`src/rtl/spi_ram_pkg.sv`:
```
// spi_ram_pkg: shared definitions for the SPI SRAM word reader.
//   state_t      - transfer phases of the reader FSM
//   CMD_*        - SPI SRAM read opcodes
//   *_BITS       - bit lengths of each serial phase
//   READ_CMD     - opcode actually issued by this build
//   phase_bits() - bit length of a shifting phase
// Build option: SPI_RAM_FAST_READ_EN selects FAST READ (0x0B) plus a dummy byte.
package spi_ram_pkg;

  typedef enum logic [2:0] {
    IDLE,
    CMD,
    ADDR,
    DUMMY,
    DATA,
    HOLD
  } state_t;

  localparam logic [7:0] CMD_READ      = 8'h03;
  localparam logic [7:0] CMD_FAST_READ = 8'h0B;

  localparam logic [5:0] CMD_BITS   = 6'd8;
  localparam logic [5:0] ADDR_BITS  = 6'd16;
  localparam logic [5:0] DUMMY_BITS = 6'd8;
  localparam logic [5:0] DATA_BITS  = 6'd32;

`ifdef SPI_RAM_FAST_READ_EN
  localparam bit FAST_READ = 1'b1;
`else
  localparam bit FAST_READ = 1'b0;
`endif

  localparam logic [7:0] READ_CMD = FAST_READ ? CMD_FAST_READ : CMD_READ;

  function automatic logic [5:0] phase_bits(input state_t s);
    logic [5:0] n;
    case (s)
      CMD:     n = CMD_BITS;
      ADDR:    n = ADDR_BITS;
      DUMMY:   n = DUMMY_BITS;
      DATA:    n = DATA_BITS;
      default: n = 6'd1;
    endcase
    return n;
  endfunction

endpackage

```
`src/rtl/spi_ram_word_reader_sck.sv`:
```
// spi_sck_gen: SPI mode-0 clock generator for the word reader.
//   clk, rst   - system clock, async active-high reset
//   en         - run the bit clock; when low SCK is held low and the phase restarts
//   sck        - registered SCK (low CLK_DIV cycles, then high CLK_DIV cycles)
//   shift_out  - last cycle of a bit: MOSI advances on this edge as SCK falls
//   sample_in  - cycle in which SCK has just risen: MISO is captured on this edge
//   bit_done   - last cycle of the SCK high phase
module spi_sck_gen #(
  parameter int unsigned CLK_DIV = 2
) (
  input  logic clk,
  input  logic rst,
  input  logic en,
  output logic sck,
  output logic shift_out,
  output logic sample_in,
  output logic bit_done
);

  localparam int unsigned CW = $clog2(2 * CLK_DIV);
  localparam logic [CW-1:0] LAST = CW'(2 * CLK_DIV - 1);
  localparam logic [CW-1:0] RISE = CW'(CLK_DIV);

  logic [CW-1:0] cnt;
  logic [CW-1:0] cnt_next;

  always_comb begin
    cnt_next = '0;
    if (en && (cnt != LAST)) begin
      cnt_next = cnt + CW'(1);
    end
  end

  // SCK is a flop decoded from the next count, so it cannot glitch and is
  // already low in the first cycle after en drops.
  always_ff @(posedge clk or posedge rst) begin
    if (rst) begin
      cnt <= '0;
      sck <= 1'b0;
    end else begin
      cnt <= cnt_next;
      sck <= en && (cnt_next >= RISE);
    end
  end

  assign sample_in = en && (cnt == RISE);
  assign bit_done  = en && (cnt == LAST);
  assign shift_out = en && (cnt == LAST);

endmodule

```
`src/rtl/spi_ram_word_reader.sv`:
```
// spi_ram_word_reader: reads one 32-bit word from a 23LC512-class SPI SRAM.
//   clk12MHz    - system clock
//   rst         - async active-high reset
//   req, addr   - start request and 16-bit byte address (accepted when busy=0)
//   busy        - transfer in progress, including the chip-select hold time
//   data_valid  - one-cycle pulse when data is updated
//   data        - last word read, first received byte in [31:24]
//   spi_select  - chip select, active low
//   spi_clk_out - SCK, mode 0
//   spi_mosi    - serial out, MSB first
//   spi_miso    - serial in
// Build option: SPI_RAM_FAST_READ_EN issues FAST READ with an 8-bit dummy phase.
module spi_ram_word_reader
  import spi_ram_pkg::*;
#(
  parameter int unsigned CLK_DIV = 2,
  parameter int unsigned CS_HOLD = 4
) (
  input  logic        clk12MHz,
  input  logic        rst,
  input  logic        req,
  input  logic [15:0] addr,
  output logic        busy,
  output logic        data_valid,
  output logic [31:0] data,
  output logic        spi_select,
  output logic        spi_clk_out,
  output logic        spi_mosi,
  input  logic        spi_miso
);

  localparam int unsigned HW = (CS_HOLD > 1) ? $clog2(CS_HOLD) : 1;
  localparam logic [HW-1:0] HOLD_LAST = HW'(CS_HOLD - 1);

  state_t        state, state_d;
  logic [5:0]    bit_cnt, bit_cnt_d;
  logic [HW-1:0] hold_cnt, hold_cnt_d;
  logic [23:0]   mosi_sr, mosi_sr_d;
  logic [31:0]   miso_sr, miso_sr_d;
  logic [31:0]   data_d;
  logic          data_valid_d;
  logic          select_d;

  logic sck_en;
  logic shift_out;
  logic sample_in;
  logic bit_done;

  assign sck_en = (state != IDLE) && (state != HOLD);
  assign busy   = (state != IDLE);

  spi_sck_gen #(
    .CLK_DIV(CLK_DIV)
  ) u_sck (
    .clk      (clk12MHz),
    .rst      (rst),
    .en       (sck_en),
    .sck      (spi_clk_out),
    .shift_out(shift_out),
    .sample_in(sample_in),
    .bit_done (bit_done)
  );

  // MOSI is the MSB of the command/address shifter; zeros shift in behind it,
  // so the line is low for the dummy and data phases.
  assign spi_mosi = mosi_sr[23];

  always_ff @(posedge clk12MHz or posedge rst) begin
    if (rst) begin
      state      <= IDLE;
      bit_cnt    <= '0;
      hold_cnt   <= '0;
      mosi_sr    <= '0;
      miso_sr    <= '0;
      data       <= '0;
      data_valid <= 1'b0;
      spi_select <= 1'b1;
    end else begin
      state      <= state_d;
      bit_cnt    <= bit_cnt_d;
      hold_cnt   <= hold_cnt_d;
      mosi_sr    <= mosi_sr_d;
      miso_sr    <= miso_sr_d;
      data       <= data_d;
      data_valid <= data_valid_d;
      spi_select <= select_d;
    end
  end

  always_comb begin
    state_d      = state;
    bit_cnt_d    = bit_cnt;
    hold_cnt_d   = hold_cnt;
    mosi_sr_d    = mosi_sr;
    miso_sr_d    = miso_sr;
    data_d       = data;
    data_valid_d = 1'b0;
    select_d     = spi_select;

    case (state)
      IDLE: begin
        if (req) begin
          state_d   = CMD;
          bit_cnt_d = '0;
          mosi_sr_d = {READ_CMD, addr};
          select_d  = 1'b0;
        end
      end

      HOLD: begin
        if (hold_cnt == HOLD_LAST) begin
          state_d    = IDLE;
          hold_cnt_d = '0;
        end else begin
          hold_cnt_d = hold_cnt + HW'(1);
        end
      end

      default: begin
        if (shift_out) begin
          mosi_sr_d = mosi_sr << 1;
        end
        if (sample_in && (state == DATA)) begin
          miso_sr_d = (miso_sr << 1) | 32'(spi_miso);
        end
        if (bit_done) begin
          if (bit_cnt == (phase_bits(state) - 6'd1)) begin
            bit_cnt_d = '0;
            case (state)
              CMD:   state_d = ADDR;
`ifdef SPI_RAM_FAST_READ_EN
              ADDR:  state_d = DUMMY;
              DUMMY: state_d = DATA;
`else
              ADDR:  state_d = DATA;
`endif
              DATA:  state_d = HOLD;
              default: state_d = IDLE;
            endcase
            // With CLK_DIV=1 the last sample and the end of the bit share a
            // cycle, hence the copy from the updated shifter.
            if (state == DATA) begin
              data_d       = miso_sr_d;
              data_valid_d = 1'b1;
              select_d     = 1'b1;
              hold_cnt_d   = '0;
            end
          end else begin
            bit_cnt_d = bit_cnt + 6'd1;
          end
        end
      end
    endcase
  end

endmodule

```
`config.mk`:
```
export PLATFORM = sky130hd
export DESIGN_NAME = spi_ram_word_reader
export DESIGN_NICKNAME = d
export VERILOG_FILES = /design/src/rtl/spi_ram_pkg.sv /design/src/rtl/spi_ram_word_reader_sck.sv /design/src/rtl/spi_ram_word_reader.sv
export SDC_FILE = /design/constraint.sdc
export NUM_CORES = 1
export LEC_CHECK = 0
export ABC_CLOCK_PERIOD_IN_PS = 5300
export BUFFER_PORTS_ARGS = -buffer_cell sky130_fd_sc_hd__buf_2
export CAP_MARGIN = 20
export CORE_MARGIN = 1
export CORE_UTILIZATION = 50
export DETAILED_ROUTE_END_ITERATION = 7
export MAX_ROUTING_LAYER = met4
export PLACE_DENSITY = 0.69
export SLEW_MARGIN = 20
export SYNTH_ARGS = -nofsm -noshare
export SYNTH_HDL_FRONTEND = slang
export SYNTH_SLANG_ARGS = --single-unit
```
`constraint.sdc`:
```
create_clock -name clk12MHz -period 5.3 [get_ports clk12MHz]
set_clock_uncertainty 0.05 [all_clocks]
set_input_delay 1.325 -clock clk12MHz [delete_from_list [all_inputs] [get_ports clk12MHz]]
set_output_delay 1.325 -clock clk12MHz [all_outputs]
set_load 0.05 [all_outputs]
```
### Word-level counts from Yosys, hierarchy flattened

Cells that the tools add are included.

* bits in registers: 104
* input port bits: 20
* output and inout bits: 37
* logic and storage cells: 87

* add/subtract/negate cells: 4
* $lt $le $gt $ge: 1
* equal/unequal tests: 13
* muxes and demuxes: 32
* bitwise gates (word level): 4
* reduce and logical (&&, ||, !) cells: 23

Operators by type and width (count)
* two-way mux 24 bit: 2
* case mux 24 bit (2 select lines): 1
* two-way mux 32 bit: 1
* OR 32 x 1 -> 32 bit: 1
* two-way mux 6 bit: 5
* case mux 6 bit (3 select lines): 1
* two-way mux 3 bit: 4
* case mux 6 bit (2 select lines): 1
* AND reduction 4 bit: 3
* nonzero test 2 bit: 6
* two-way mux 2 bit: 5
* case mux 3 bit (3 select lines): 1
* nonzero test 3 bit: 3
* two-way mux 1 bit: 8
* adder 6 x 1 -> 6 bit (second input constant): 1
* equality test 2 bit (second input constant): 3
* equality test 3 x 2 -> 1 bit (second input constant): 2
* equality test 3 bit (second input constant): 2
* equality test 6 bit: 1
* logical AND 1 bit: 6
* != test 2 bit (second input constant): 3
* case mux 3 bit (2 select lines): 1
* subtractor 6 x 1 -> 6 bit (second input constant): 1
* AND reduction 5 bit: 1
* other kinds (10): 14

### Longest topological paths before layout

* depth in word-level cells: 10
* gate-level depth with buffers: 8
* depth with buffers taken out: 7

### Modules after synthesis

Synthesis repeated with hierarchy kept, for this count alone.

* cells, all modules: 418
* area, all modules: 4974.8 µm²

By module, submodules not included
* spi_ram_word_reader: instances 1, cells each 405, area an instance 4817.1 µm², seq. area each 2528.7 µm²
* spi_sck_gen: instances 1, cells each 13, area an instance 157.7 µm², seq. area each 75.1 µm²

### Least setup slack after synthesis

Ideal clock, no wire load.

* kind: register to output
* from: register state[1]
* to: output busy
* arrival time: 1199 ps
* data required time: 3925 ps
* setup slack: 2726 ps
* cell stages (with the launch flop): 4
* path buffers: 1
* cell sequence: dfrtp_1 > nor3_2 > inv_2 > clkbuf_1

* longest elaborated chain between the ends: 1

Ends and longest elaborated chain
* start, declared: line spi_ram_word_reader.sv:35 `state_t state, state_d;`
* start signal, assigned: line spi_ram_word_reader.sv:79 `state <= state_d;`
* nonzero test 3 bit: line spi_ram_word_reader.sv:50 `assign busy = (state != IDLE);`
* end, declared: line spi_ram_word_reader.sv:23 `output logic busy,`

Every way passes these cells.

### Final worst setup path

* from: register state[0]
* to: output busy

Same word-level chain as after synthesis.

==> load_flow_metrics.sql <==
INSERT INTO impl_metrics (metric_group, metric, value, unit) VALUES
('outcome', 'status', 'finished, final reports clean', ''),
('pwr', 'ir_drop', '269', 'uV'),
('timing', 'max_slew_margin', '0.483', ''),
('clock_tree', 'tritoncts', 'built', ''),
('pwr', 'pwr_density_cell', '382', 'nW/um^2'),
('synthesis', 'yosysSeqAreaShare', '0.573', ''),
('synthesis', 'ys_async_sr_fraction', '1.00', ''),
('timing', 'finalCriticalPeriod', '3360', 'ps'),
('timing', 'timing.final.crit_share', '0.635', ''),
('final_layout', 'post-route-util', '0.574', ''),
('pwr', 'design_power_total', '1.92', 'mW'),
('critical_path', 'cp_slowest_cell', 'sky130_fd_sc_hd__dfrtp_1', ''),
('clock_tree', 'cts_resized', '0', ''),
('die', 'rows', '34', ''),
('critical_path', 'critical_path_class', 'register to output port', ''),
('route', 'drt_pre_antenna_iters', '4', ''),
('hold_path', 'min_path_type', 'register to register', ''),
('timing', 'max_slew.worst_pin.slew', '776', 'ps'),
('route', 'drt_wl_total', '7.55', 'mm'),
('synthesis', 'synth.largest_area_cell', 'sky130_fd_sc_hd__dfrtp_1', ''),
('critical_path', 'start_kind', 'register', ''),
('die', 'die_width', '97.3', 'microns'),
('timing', 'worst_hold_slack', '429', 'ps'),
('flow_run', 'timing.max_cap.violations', '0', ''),
('final_layout', 'areaGrowthSynthToFinish', '10.7', '%'),
('synthesis', 'synth_ff_type', 'sky130_fd_sc_hd__dfrtp_1', ''),
('synthesis', 'post_synth_main_area_contributors', 'sky130_fd_sc_hd__dfrtp_1, sky130_fd_sc_hd__mux2_4, sky130_fd_sc_hd__mux2_1, sky130_fd_sc_hd__nand2_1, sky130_fd_sc_hd__mux2_2', ''),
('critical_path', 'worstPathRequired', '3920', 'ps'),
('final_layout', 'fin_nets', '443', ''),
('global_routing', 'grt_antenna_before_repair', '0', ''),
('timing', 'slew_violations', '0', ''),
('synthesis', 'synth_enable_flop_cells', '0', ''),
('final_layout', 'final_cell_mix', 'sky130_fd_sc_hd__dfrtp_1, sky130_fd_sc_hd__nand2_1, sky130_fd_sc_hd__buf_2, sky130_fd_sc_hd__mux2_4, sky130_fd_sc_hd__nor2_1', ''),
('critical_path', 'critPathBufInv', '3', ''),
('critical_path', 'cell_type_group_with_the_largest_total_delay_on_the_critical_path', 'buffers and inverters', ''),
('timing', 'rsz0062_at_grt', 'no', ''),
('placement', 'portBuffers', '56', ''),
('global_routing', 'first_pass_grt_wire_length', '13.4', 'mm'),
('synthesis', 'syn_nets', '394', ''),
('synthesis', 'syn_inst', '370', ''),
('critical_path', 'critPathArrivalTime', '1990', 'ps'),
('pwr', 'cellLeakagePower', '2.56', 'nW'),
('die', 'io-pin-count', '57', ''),
('placement', 'numPlacedInstances', '516', ''),
('clock_tree', 'maximum_clock_insertion_buffer_count', '2', ''),
('synthesis', 'synth_seq_cells', '104', ''),
('global_routing', 'grt_max_degree', '67', ''),
('final_layout', 'layout.cells.non_filler', '532', ''),
('critical_path', 'critical_path_peak_fanout', '25', ''),
('global_routing', 'overall_global_routing_usage', '0.178', ''),
('synthesis', 'synth_largest_type_area_fraction', '0.567', ''),
('timing', 'finalSetupViolations', '0', ''),
('clock_tree', 'cts_setup_buffers', '0', ''),
('clock_tree', 'clock_insertion_delay_worst_skew', '360', 'ps'),
('clock_tree', 'cts_made_buffers', '9', ''),
('final_layout', 'antennaDiodeCount', '0', ''),
('die', 'die_h', '97.3', 'microns'),
('clock_tree', 'cts_sinks', '104', ''),
('critical_path', 'crit_path_max_incr_delay', '620', 'ps'),
('die', 'initial_utilization', '0.519', ''),
('clock_tree', 'cts_htree_levels', '3', ''),
('route', 'route.antenna.remaining_nets', '0', ''),
('synthesis', 'syn_area', '4540', 'sq um'),
('route', 'drc_errors', '0', ''),
('synthesis', 'ys.warnings.count', '0', ''),
('final_layout', 'final_layout_size_suffix_gt1_frac', '0.311', ''),
('timing', 'fmaxAchievable', '297', 'MHz'),
('critical_path', 'path_cells', 'nor3_2, buf_4, inv_2, buf_2', ''),
('clock_tree', 'cts.hold.buffers_added', '0', ''),
('placement', 'gp_congestion', '0.831', ''),
('timing', 'hold_violations', '0', '');
[worst reg2reg max path, stage by stage (launching register included)]
cell                      delay (ps)
sky130_fd_sc_hd__dfrtp_1         550
sky130_fd_sc_hd__nor3_2          200
sky130_fd_sc_hd__buf_4           270
sky130_fd_sc_hd__inv_2           230
sky130_fd_sc_hd__a21oi_2         170
sky130_fd_sc_hd__o32a_2          250
sky130_fd_sc_hd__nand3_4         110
sky130_fd_sc_hd__inv_4           460
sky130_fd_sc_hd__mux2_1          380
[where the power goes]
group / internal [mW] / switching (mW)
clock: 0.183 / 0.285
sequential: 0.907 / 0.0855
combinational: 0.158 / 0.302
total: 1.25 / 0.673
[worst paths after layout]
check,from,end,slack [ps],cells past startpoint
worst max-delay path,state[0]$_DFFE_PP0P_,busy,1940,4
worst min-delay path,mosi_sr[23]$_DFFE_PP0P_,mosi_sr[23]$_DFFE_PP0P_,430,2
worst max register to register,state[0]$_DFFE_PP0P_,data[15]$_DFFE_PP0P_,2520,8
worst min register to register,mosi_sr[23]$_DFFE_PP0P_,mosi_sr[23]$_DFFE_PP0P_,430,2
max in group asynchronous,rst,spi_select$_DFFE_PP1P_,3140,3
min in group asynchronous,rst,data[17]$_DFFE_PP0P_,1050,2
[layout make-up]
class,count,area [sq um]
clock buffers,10,128
clock inverters,6,61.3
fillers,722,3730
inverters,7,31.3
multi-input cells,237,1760
flip-flops and latches,104,2600
well taps,108,135
repair buffers,60,310
[per-stage QoR]
step | instance area (sq um) | setup WS, ps
3_3_place_gp | 4840 | 2360
6_report | 5030 | 1940
3_5_place_dp | 4840 | 2340
4_1_cts | 5030 | 1930
2_1_floorplan | 4540 | 1190
5_1_grt | 5030 | 1790
[cells in the mapped netlist (2+ instances only)]
cell type and number:
sky130_fd_sc_hd__o21ai_1 5, sky130_fd_sc_hd__nor3_1 3, sky130_fd_sc_hd__or3b_1 2, sky130_fd_sc_hd__inv_1 5, sky130_fd_sc_hd__or2_2 2, sky130_fd_sc_hd__mux2_1 20, sky130_fd_sc_hd__mux2_2 17, sky130_fd_sc_hd__a21oi_1 4
sky130_fd_sc_hd__o31ai_1 3, sky130_fd_sc_hd__ha_1 4, sky130_fd_sc_hd__dfrtp_1 103, sky130_fd_sc_hd__nor3b_1 2, sky130_fd_sc_hd__buf_2 6, sky130_fd_sc_hd__nor2_1 26, sky130_fd_sc_hd__buf_12 3, sky130_fd_sc_hd__nor2b_1 4
sky130_fd_sc_hd__a31oi_1 18, sky130_fd_sc_hd__clkbuf_1 11, sky130_fd_sc_hd__mux2_4 28, sky130_fd_sc_hd__nand2b_1 3, sky130_fd_sc_hd__nand2_1 59, sky130_fd_sc_hd__a31o_1 2, sky130_fd_sc_hd__nand3_1 15
[routing by layer]
layer | global-route usage | part of all wire | up-vias
met5 | - | 0 | -
met4 | 0.0362 | 0.0054 | 0
met3 | 0.0482 | 0.036 | 5
met2 | 0.287 | 0.48 | 59
met1 | 0.227 | 0.48 | 1410
li1 | - | - | 1382
[registers in the layout, summed over array words and instances, names as in the netlist]
name / count
u_sck.sck: 1
spi_select: 1
data_valid: 1
bit_cnt: 6
state: 3
u_sck.cnt: 2
hold_cnt: 2
data: 32
mosi_sr: 24
miso_sr: 32
[kinds of logic after synthesis]
group                      Yosys count  synth area share
and+or+nand+nor                    127             0.132
DFF                                104             0.573
muxes                               65             0.184
AOI/OAI and AO/OA                   40            0.0584
buffers and inverters               29            0.0394
adders and majority gates            4            0.0110
xor gates and xnor gates             1           0.00193
Note: power is estimated with default switching activity, not from simulation.
